==> src/rtl/ppu_pkg.sv <==
// Shared types for the ppu and its request arbiter.
//   operation_e / OP_BITS : ppu operation encoding
//   ppu_req_t             : one request bundle (op + three operands)
//   tag_width()           : bits needed to name one of num_req requesters
// Operand width defaults to the WORD macro (32 when not defined externally).
`ifndef WORD
`define WORD 32
`endif

package ppu_pkg;

  localparam int unsigned OP_BITS = 3;

  typedef enum logic [OP_BITS-1:0] {
    OpAdd  = 3'd0,
    OpSub  = 3'd1,
    OpMul  = 3'd2,
    OpMac  = 3'd3,
    OpRelu = 3'd4,
    OpMax  = 3'd5,
    OpMin  = 3'd6,
    OpPass = 3'd7
  } operation_e;

  typedef struct packed {
    operation_e        op;
    logic [`WORD-1:0]  operand1;
    logic [`WORD-1:0]  operand2;
    logic [`WORD-1:0]  operand3;
  } ppu_req_t;

  function automatic int unsigned tag_width(input int unsigned num_req);
    return (num_req > 1) ? $clog2(num_req) : 1;
  endfunction

endpackage

==> src/rtl/ppu_arb_tag_fifo.sv <==
// In-order tag FIFO holding the requester id of every op in flight in the ppu.
//   clk_i, rst_i : clock, asynchronous active-high reset
//   push_i/tag_i : write a tag (ignored when full)
//   pop_i        : drop the head tag (ignored when empty)
//   full_o, empty_o, count_o, head_o : status and head entry
// DEPTH must be a power of two so the read/write pointers wrap naturally.
module ppu_arb_tag_fifo #(
  parameter int unsigned TW    = 2,
  parameter int unsigned DEPTH = 8
) (
  input  logic                     clk_i,
  input  logic                     rst_i,
  input  logic                     push_i,
  input  logic [TW-1:0]            tag_i,
  input  logic                     pop_i,
  output logic                     full_o,
  output logic                     empty_o,
  output logic [$clog2(DEPTH):0]   count_o,
  output logic [TW-1:0]            head_o
);

  localparam int unsigned AW = $clog2(DEPTH);
  localparam int unsigned CW = AW + 1;

  logic [TW-1:0] mem_q [DEPTH];
  logic [AW-1:0] wr_ptr_q, wr_ptr_d;
  logic [AW-1:0] rd_ptr_q, rd_ptr_d;
  logic [CW-1:0] count_q, count_d;
  logic          push_en, pop_en;

  assign full_o  = (count_q == CW'(DEPTH));
  assign empty_o = (count_q == '0);
  assign count_o = count_q;
  assign head_o  = mem_q[rd_ptr_q];

  assign push_en = push_i & ~full_o;
  assign pop_en  = pop_i & ~empty_o;

  always_comb begin
    wr_ptr_d = wr_ptr_q;
    rd_ptr_d = rd_ptr_q;
    if (push_en) wr_ptr_d = wr_ptr_q + AW'(1);
    if (pop_en)  rd_ptr_d = rd_ptr_q + AW'(1);
    count_d = count_q + CW'(push_en) - CW'(pop_en);
  end

  always_ff @(posedge clk_i or posedge rst_i) begin
    if (rst_i) begin
      wr_ptr_q <= '0;
      rd_ptr_q <= '0;
      count_q  <= '0;
      for (int i = 0; i < DEPTH; i++) mem_q[i] <= '0;
    end else begin
      wr_ptr_q <= wr_ptr_d;
      rd_ptr_q <= rd_ptr_d;
      count_q  <= count_d;
      if (push_en) mem_q[wr_ptr_q] <= tag_i;
    end
  end

endmodule

==> src/rtl/ppu_arbiter.sv <==
// Round-robin arbiter sharing one ppu between NUM_REQ valid/ready requesters.
// At most one op is issued per cycle; the winner's id is queued as a tag and
// each ppu result is routed back to the requester at the head of that queue.
//   req_*         : per-requester valid/ready request ports (flattened vectors)
//   rsp_valid_o   : one-hot result strobe, rsp_result_o shared
//   ppu_*_o/_i    : registered issue port to the ppu and its result return
//   busy_o        : ops in flight; err_o sticky on a result with nothing in flight
// Build option PPU_ARB_PERF_EN adds perf_grant_o (32-bit grant count per
// requester) and perf_stall_o (cycles with a request pending while full).
module ppu_arbiter
  import ppu_pkg::*;
#(
  parameter int unsigned WORD    = `WORD,
  parameter int unsigned NUM_REQ = 4,
  parameter int unsigned DEPTH   = 8
) (
  input  logic                      clk_i,
  input  logic                      rst_i,
  input  logic [NUM_REQ-1:0]        req_valid_i,
  output logic [NUM_REQ-1:0]        req_ready_o,
  input  logic [NUM_REQ*OP_BITS-1:0] req_op_i,
  input  logic [NUM_REQ*WORD-1:0]   req_operand1_i,
  input  logic [NUM_REQ*WORD-1:0]   req_operand2_i,
  input  logic [NUM_REQ*WORD-1:0]   req_operand3_i,
  output logic [NUM_REQ-1:0]        rsp_valid_o,
  output logic [WORD-1:0]           rsp_result_o,
  output logic                      ppu_valid_o,
  output logic [OP_BITS-1:0]        ppu_op_o,
  output logic [WORD-1:0]           ppu_operand1_o,
  output logic [WORD-1:0]           ppu_operand2_o,
  output logic [WORD-1:0]           ppu_operand3_o,
  input  logic [WORD-1:0]           ppu_result_i,
  input  logic                      ppu_valid_i,
`ifdef PPU_ARB_PERF_EN
  output logic [NUM_REQ*32-1:0]     perf_grant_o,
  output logic [31:0]               perf_stall_o,
`endif
  output logic                      busy_o,
  output logic                      err_o
);

  localparam int unsigned TW = tag_width(NUM_REQ);
  localparam int unsigned CW = $clog2(DEPTH) + 1;

  // Requester index k positions after base, wrapping mod NUM_REQ.
  function automatic logic [TW-1:0] rr_idx(input logic [TW-1:0] base, input int unsigned k);
    int unsigned s;
    s = (32'(base) + 32'd1 + k) % NUM_REQ;
    return TW'(s);
  endfunction

  logic [TW-1:0]      ptr_q, ptr_d;
  logic               ppu_valid_q, ppu_valid_d;
  operation_e         ppu_op_q, ppu_op_d;
  logic [WORD-1:0]    opnd1_q, opnd1_d, opnd2_q, opnd2_d, opnd3_q, opnd3_d;
  logic [NUM_REQ-1:0] rsp_valid_q, rsp_valid_d;
  logic [WORD-1:0]    rsp_result_q, rsp_result_d;
  logic               err_q, err_d;

  logic [NUM_REQ-1:0] grant;
  logic [TW-1:0]      grant_idx;
  logic [TW-1:0]      idx;
  logic               grant_any;
  logic               handshake;
  logic               pop;

  logic               fifo_full, fifo_empty;
  logic [CW-1:0]      fifo_count;
  logic [TW-1:0]      fifo_head;

  // Search starts one past the last winner, so the last winner has lowest priority.
  always_comb begin
    grant     = '0;
    grant_idx = '0;
    grant_any = 1'b0;
    idx       = '0;
    for (int unsigned k = 0; k < NUM_REQ; k++) begin
      idx = rr_idx(ptr_q, k);
      if (!grant_any && req_valid_i[idx]) begin
        grant[idx] = 1'b1;
        grant_idx  = idx;
        grant_any  = 1'b1;
      end
    end
  end

  // No bypass on a same-cycle pop: a full FIFO blocks issue even if it drains now.
  assign req_ready_o = grant & {NUM_REQ{~fifo_full}};
  assign handshake   = grant_any & ~fifo_full;
  assign pop         = ppu_valid_i & ~fifo_empty;

  always_comb begin
    ptr_d        = ptr_q;
    ppu_valid_d  = handshake;
    ppu_op_d     = ppu_op_q;
    opnd1_d      = opnd1_q;
    opnd2_d      = opnd2_q;
    opnd3_d      = opnd3_q;
    rsp_valid_d  = '0;
    rsp_result_d = rsp_result_q;
    err_d        = err_q | (ppu_valid_i & fifo_empty);
    if (handshake) begin
      ptr_d    = grant_idx;
      ppu_op_d = operation_e'(req_op_i[32'(grant_idx)*OP_BITS +: OP_BITS]);
      opnd1_d  = req_operand1_i[32'(grant_idx)*WORD +: WORD];
      opnd2_d  = req_operand2_i[32'(grant_idx)*WORD +: WORD];
      opnd3_d  = req_operand3_i[32'(grant_idx)*WORD +: WORD];
    end
    if (pop) begin
      rsp_valid_d[fifo_head] = 1'b1;
      rsp_result_d           = ppu_result_i;
    end
  end

  always_ff @(posedge clk_i or posedge rst_i) begin
    if (rst_i) begin
      ptr_q        <= TW'(NUM_REQ - 1);
      ppu_valid_q  <= 1'b0;
      ppu_op_q     <= OpAdd;
      opnd1_q      <= '0;
      opnd2_q      <= '0;
      opnd3_q      <= '0;
      rsp_valid_q  <= '0;
      rsp_result_q <= '0;
      err_q        <= 1'b0;
    end else begin
      ptr_q        <= ptr_d;
      ppu_valid_q  <= ppu_valid_d;
      ppu_op_q     <= ppu_op_d;
      opnd1_q      <= opnd1_d;
      opnd2_q      <= opnd2_d;
      opnd3_q      <= opnd3_d;
      rsp_valid_q  <= rsp_valid_d;
      rsp_result_q <= rsp_result_d;
      err_q        <= err_d;
    end
  end

  ppu_arb_tag_fifo #(
    .TW    (TW),
    .DEPTH (DEPTH)
  ) u_tag_fifo (
    .clk_i   (clk_i),
    .rst_i   (rst_i),
    .push_i  (handshake),
    .tag_i   (grant_idx),
    .pop_i   (pop),
    .full_o  (fifo_full),
    .empty_o (fifo_empty),
    .count_o (fifo_count),
    .head_o  (fifo_head)
  );

  assign ppu_valid_o    = ppu_valid_q;
  assign ppu_op_o       = ppu_op_q;
  assign ppu_operand1_o = opnd1_q;
  assign ppu_operand2_o = opnd2_q;
  assign ppu_operand3_o = opnd3_q;
  assign rsp_valid_o    = rsp_valid_q;
  assign rsp_result_o   = rsp_result_q;
  assign busy_o         = (fifo_count != '0);
  assign err_o          = err_q;

`ifdef PPU_ARB_PERF_EN
  logic [31:0] perf_grant_q [NUM_REQ];
  logic [31:0] perf_grant_d [NUM_REQ];
  logic [31:0] perf_stall_q, perf_stall_d;

  always_comb begin
    for (int unsigned i = 0; i < NUM_REQ; i++) begin
      perf_grant_d[i] = perf_grant_q[i] + 32'(req_ready_o[i] & req_valid_i[i]);
    end
    perf_stall_d = perf_stall_q + 32'((|req_valid_i) & fifo_full);
  end

  always_ff @(posedge clk_i or posedge rst_i) begin
    if (rst_i) begin
      for (int unsigned i = 0; i < NUM_REQ; i++) perf_grant_q[i] <= '0;
      perf_stall_q <= '0;
    end else begin
      for (int unsigned i = 0; i < NUM_REQ; i++) perf_grant_q[i] <= perf_grant_d[i];
      perf_stall_q <= perf_stall_d;
    end
  end

  for (genvar g = 0; g < NUM_REQ; g++) begin : g_perf_out
    assign perf_grant_o[g*32 +: 32] = perf_grant_q[g];
  end
  assign perf_stall_o = perf_stall_q;
`endif

endmodule

==> config.mk <==
export PLATFORM = sky130hd
export DESIGN_NAME = ppu_arbiter
export DESIGN_NICKNAME = d
export VERILOG_FILES = /design/src/rtl/ppu_pkg.sv /design/src/rtl/ppu_arb_tag_fifo.sv /design/src/rtl/ppu_arbiter.sv
export SDC_FILE = /design/constraint.sdc
export NUM_CORES = 1
export LEC_CHECK = 0
export CAP_MARGIN = 20
export CORE_AREA = 3 3 225 227
export DETAILED_ROUTE_END_ITERATION = 7
export DIE_AREA = 0 0 228 230
export PLACE_DENSITY = 0.44
export SETUP_SLACK_MARGIN = 0.3
export SLEW_MARGIN = 20
export SYNTH_ARGS = -nofsm -noshare
export SYNTH_HDL_FRONTEND = slang
export SYNTH_SLANG_ARGS = --single-unit
==> constraint.sdc <==
create_clock -name clk_i -period 9.2 [get_ports clk_i]
set_input_delay 0.92 -clock clk_i [delete_from_list [all_inputs] [get_ports clk_i]]
set_output_delay 0.92 -clock clk_i [all_outputs]
set_load 0.02 [all_outputs]
==> metrics.md <==
| Metric | Value |
|---|---|
| GR Util All Layers | roughly 17% |
| Worst slew margin | 29.3% |
| Mapped Area | between 9000 and 10000 µm² |
| Achievable frequency | 0.214 GHz |
| Die Height | ~230 µm |
| Setup Slack @ Placement | ~4.5 ns |
| Die extent in x | 228 µm |
| DR iter-0 viols | between 300 and 400 |
| HP Class | flop to flop |
| Commonest non-fill, non-tap cell in the layout | clkdlybuf4s50_1 |
| Boundary Pins | ~580 |
| Number of global-route vias before repair | just over 10000 |
| Clk buf depth | 2 |
| Hold buffer count at CTS | 0 |
| Crit-path cells | inv_1 > ha_1 > nor2_1 > mux2_2 > nor2b_2 > a22oi_1 > nor2_1 > a221oi_1 > nor2_1 > clkdlybuf4s50_1 |
| # fillers | 5141 |
| Post-placement cell count | approximately 2200 |
| Final setup margin | 4.53 ns |
| Worst-margin pin slew | ~1.1 ns |
| Critical path launch point type | flop |
| Setup TNS Final | 0 ns |
| Yosys cell types | between 40 and 50 |
| CP Capture Type | output pin |
| Clock sink count | ~170 |
| Root Buffer | clkbuf_16 |
| Antenna violations before repair | 7 |
| Via count | between 9000 and 10000 |
| Residual DRC count | 0 |
| Num CTS Buffers | 17 |
| Total congestion overflow | 0 |
| Largest cells by area after synthesis | dfrtp_1 43%, nand2_1 14%, a21oi_1 8.4%, mux2_2 7.4%, a211o_1 5.2% |
| Non-Filler Instances | approximately 2300 |
| Drt first pass iters | 4 |
| Sequential area share after synthesis | a little over two fifths |
| Via density | between 4 and 5 |
| Area leader, netlist | dfrtp_1 |
| Synth Instances | roughly 1000 |
| Area after DPL | around 16000 µm² |
| RSZ-0062 raised after global routing | no |
| Area grow syn2layout | 73.0% |
| Peak fanout along the critical path | 18 |
| Total power | between 6 and 7 mW |
| Syn_nets | 1500 |
| Reg2Reg Depth | 9 |
| CP Class | flop to output pin |
| Worst IR Drop VDD | 273 µV |
| Commonest non-fill, non-tap cells in the layout | 576 x clkdlybuf4s50_1, 338 x nand2_1, 163 x dfrtp_1 |
| PortBufs | 576 |
| Minimum clock period | 4.67 ns |
| Final Instance Area | about 16000 µm² |
| Most frequent CP cell | nor2_1 |
| Syn_area_per_cell | roughly 9.0 µm² |
| CP required | ~8.3 ns |
| Final HPWL DP | approximately 34000 µm |
| Final Hold Fails | 0 |
| DR WL/cell | 19.8 µm |
| Fin util | between 30% and 40% |
| Crit path largest cell delay | 0.79 ns |
| Layout cells sized above 1 | about 8.0% |
| R2r setup slk | ~4.6 ns |
| H-tree Lvls | 4 |
| Starting Density | approximately a fifth |
| Routability congestion estimate | between 0.8 and 0.9 |
| TritonCTS clock tree | done |
| # Post-CTS Setup Buffers | 0 |
| Site Rows | between 80 and 90 |
| Area share of the largest cell type after synthesis | 43.3% |
| Final hold slack | 0.474 ns |
| CP max-delay cell | dfstp_2 |
| Max-cap viol count | 0 |
| Largest net degree at the start of global routing | between 90 and 100 |
| CP Data Arrival Time | 3.75 ns |
| First-pass GRT wire length | about 67000 µm |
| Status | completed |
| Final Setup Violations | 0 |
| Hold Path Stages | 2 |
| Worst Clk Skew | ~0.0092 ns |
| Warnings from Yosys | 0 |
| Reg clk slew, reported paths | 0.07 ns |
| Number of synthesized register bits | 165 |
| PwrDens | 379 nW/µm² |
| NumNets Final | 2026 |
| Worst-Skew Late Latency | around 0.48 ns |
| Slew Limit Fails | 0 |
| Post-CTS sizing | 0 |
| Die area | roughly 52000 µm² |
| P_leak | ~7 nW |
| Core Box Area | roughly 49000 µm² |
| Routed WL | between 40000 and 50000 µm |
| Final worst path period share | 50.8% |
| Routed Antenna Nets | 0 |
[final cells by class]
class	count	area, µm²	area share, %
timing repair buffer	588	5870	36.0
multi-input combinational	791	4810	29.5
sequential	165	4130	25.4
tap	664	831	5.10
clock buffer	19	443	2.72
clock inverter	13	151	0.929
inverter	11	46.3	0.284
antenna	4	10.0	0.0614
[where the power goes]
group	internal [mW]	switching [mW]	leakage, nW
Clock	0.394	0.368	0.290
Combinational	1.77	2.33	4.70
Sequential	1.10	0.225	1.96
Total	3.26	2.92	6.95
[sequential cells by signal (all words and copies together) (netlist names)]
name,cells
err_o,1
ppu_op_o,3
ppu_operand1_o,32
ppu_operand2_o,32
ppu_operand3_o,32
ppu_valid_o,1
ptr_q,2
rsp_result_o,32
rsp_valid_o,4
u_tag_fifo.count_o,4
u_tag_fifo.mem_q,16
u_tag_fifo.rd_ptr_q,3
u_tag_fifo.wr_ptr_q,3
[path summary, 6_finish.rpt]
check                                              from                             end
setup / recovery                   ptr_q[0]$_DFFE_PP1P_                  req_ready_o[2]
hold / removal             rsp_result_o[23]$_DFFE_PP0P_    rsp_result_o[23]$_DFFE_PP0P_
setup reg to reg                   ptr_q[0]$_DFFE_PP1P_  ppu_operand1_o[19]$_DFFE_PP0P_
hold reg to reg            rsp_result_o[23]$_DFFE_PP0P_    rsp_result_o[23]$_DFFE_PP0P_
max in group asynchronous                         rst_i  ppu_operand1_o[24]$_DFFE_PP0P_
min in group asynchronous                         rst_i  ppu_operand3_o[14]$_DFFE_PP0P_
[cell usage after synthesis, drive strengths merged]
cell type    n
o32a         1
nor2b        1
o32ai        1
fa           1
mux4         6
dfrtp      163
nor4b        2
nor3b        2
nand4        1
and3         1
mux2i       47
dfstp        2
mux2        63
xnor2        5
a22oi        5
o221ai       1
a21o         1
nor2        15
o22ai       43
nand2      339
o21ai        7
or4          2
a31o         1
o22a         1
a211o       56
and2         2
or2          2
a221oi       4
ha          16
buf         52
inv         11
a21oi      159
xor2         2
nor3         4
clkbuf      29
[metal layers]
| metal | vias to the layer above | GRT usage, % | share of wire (%) |
|---|---|---|---|
| li1 | 4702 | - | - |
| met1 | 4729 | 19.1 | 40 |
| met5 | - | 0 | 0.052 |
| met4 | 4 | 4.36 | 0.98 |
| met2 | 397 | 29.6 | 51 |
| met3 | 34 | 6.49 | 8.3 |
[critical path: cells and delay by family, from the launching register on]
kind / cells / cell delay (ns)
flip-flops: 1 / 0.79
adder cells (fa/ha/maj): 1 / 0.26
buffers and inverters: 2 / 0.85
AND/OR/NAND/NOR: 4 / 0.77
AO/OA/AOI/OAI: 2 / 0.19
multiplexers: 1 / 0.42
[cells by family after synthesis]
logic type	Yosys count	synth area share [%]
AND/OR/NAND/NOR	371	15.4
AO/OA/AOI/OAI	280	18.4
flip-flops	165	43.9
multiplexers	116	14.0
buffers and inverters	92	5.41
adder cells (fa/ha/maj)	17	2.34
XOR/XNOR	7	0.651
Power figures use the tool's default switching activity.
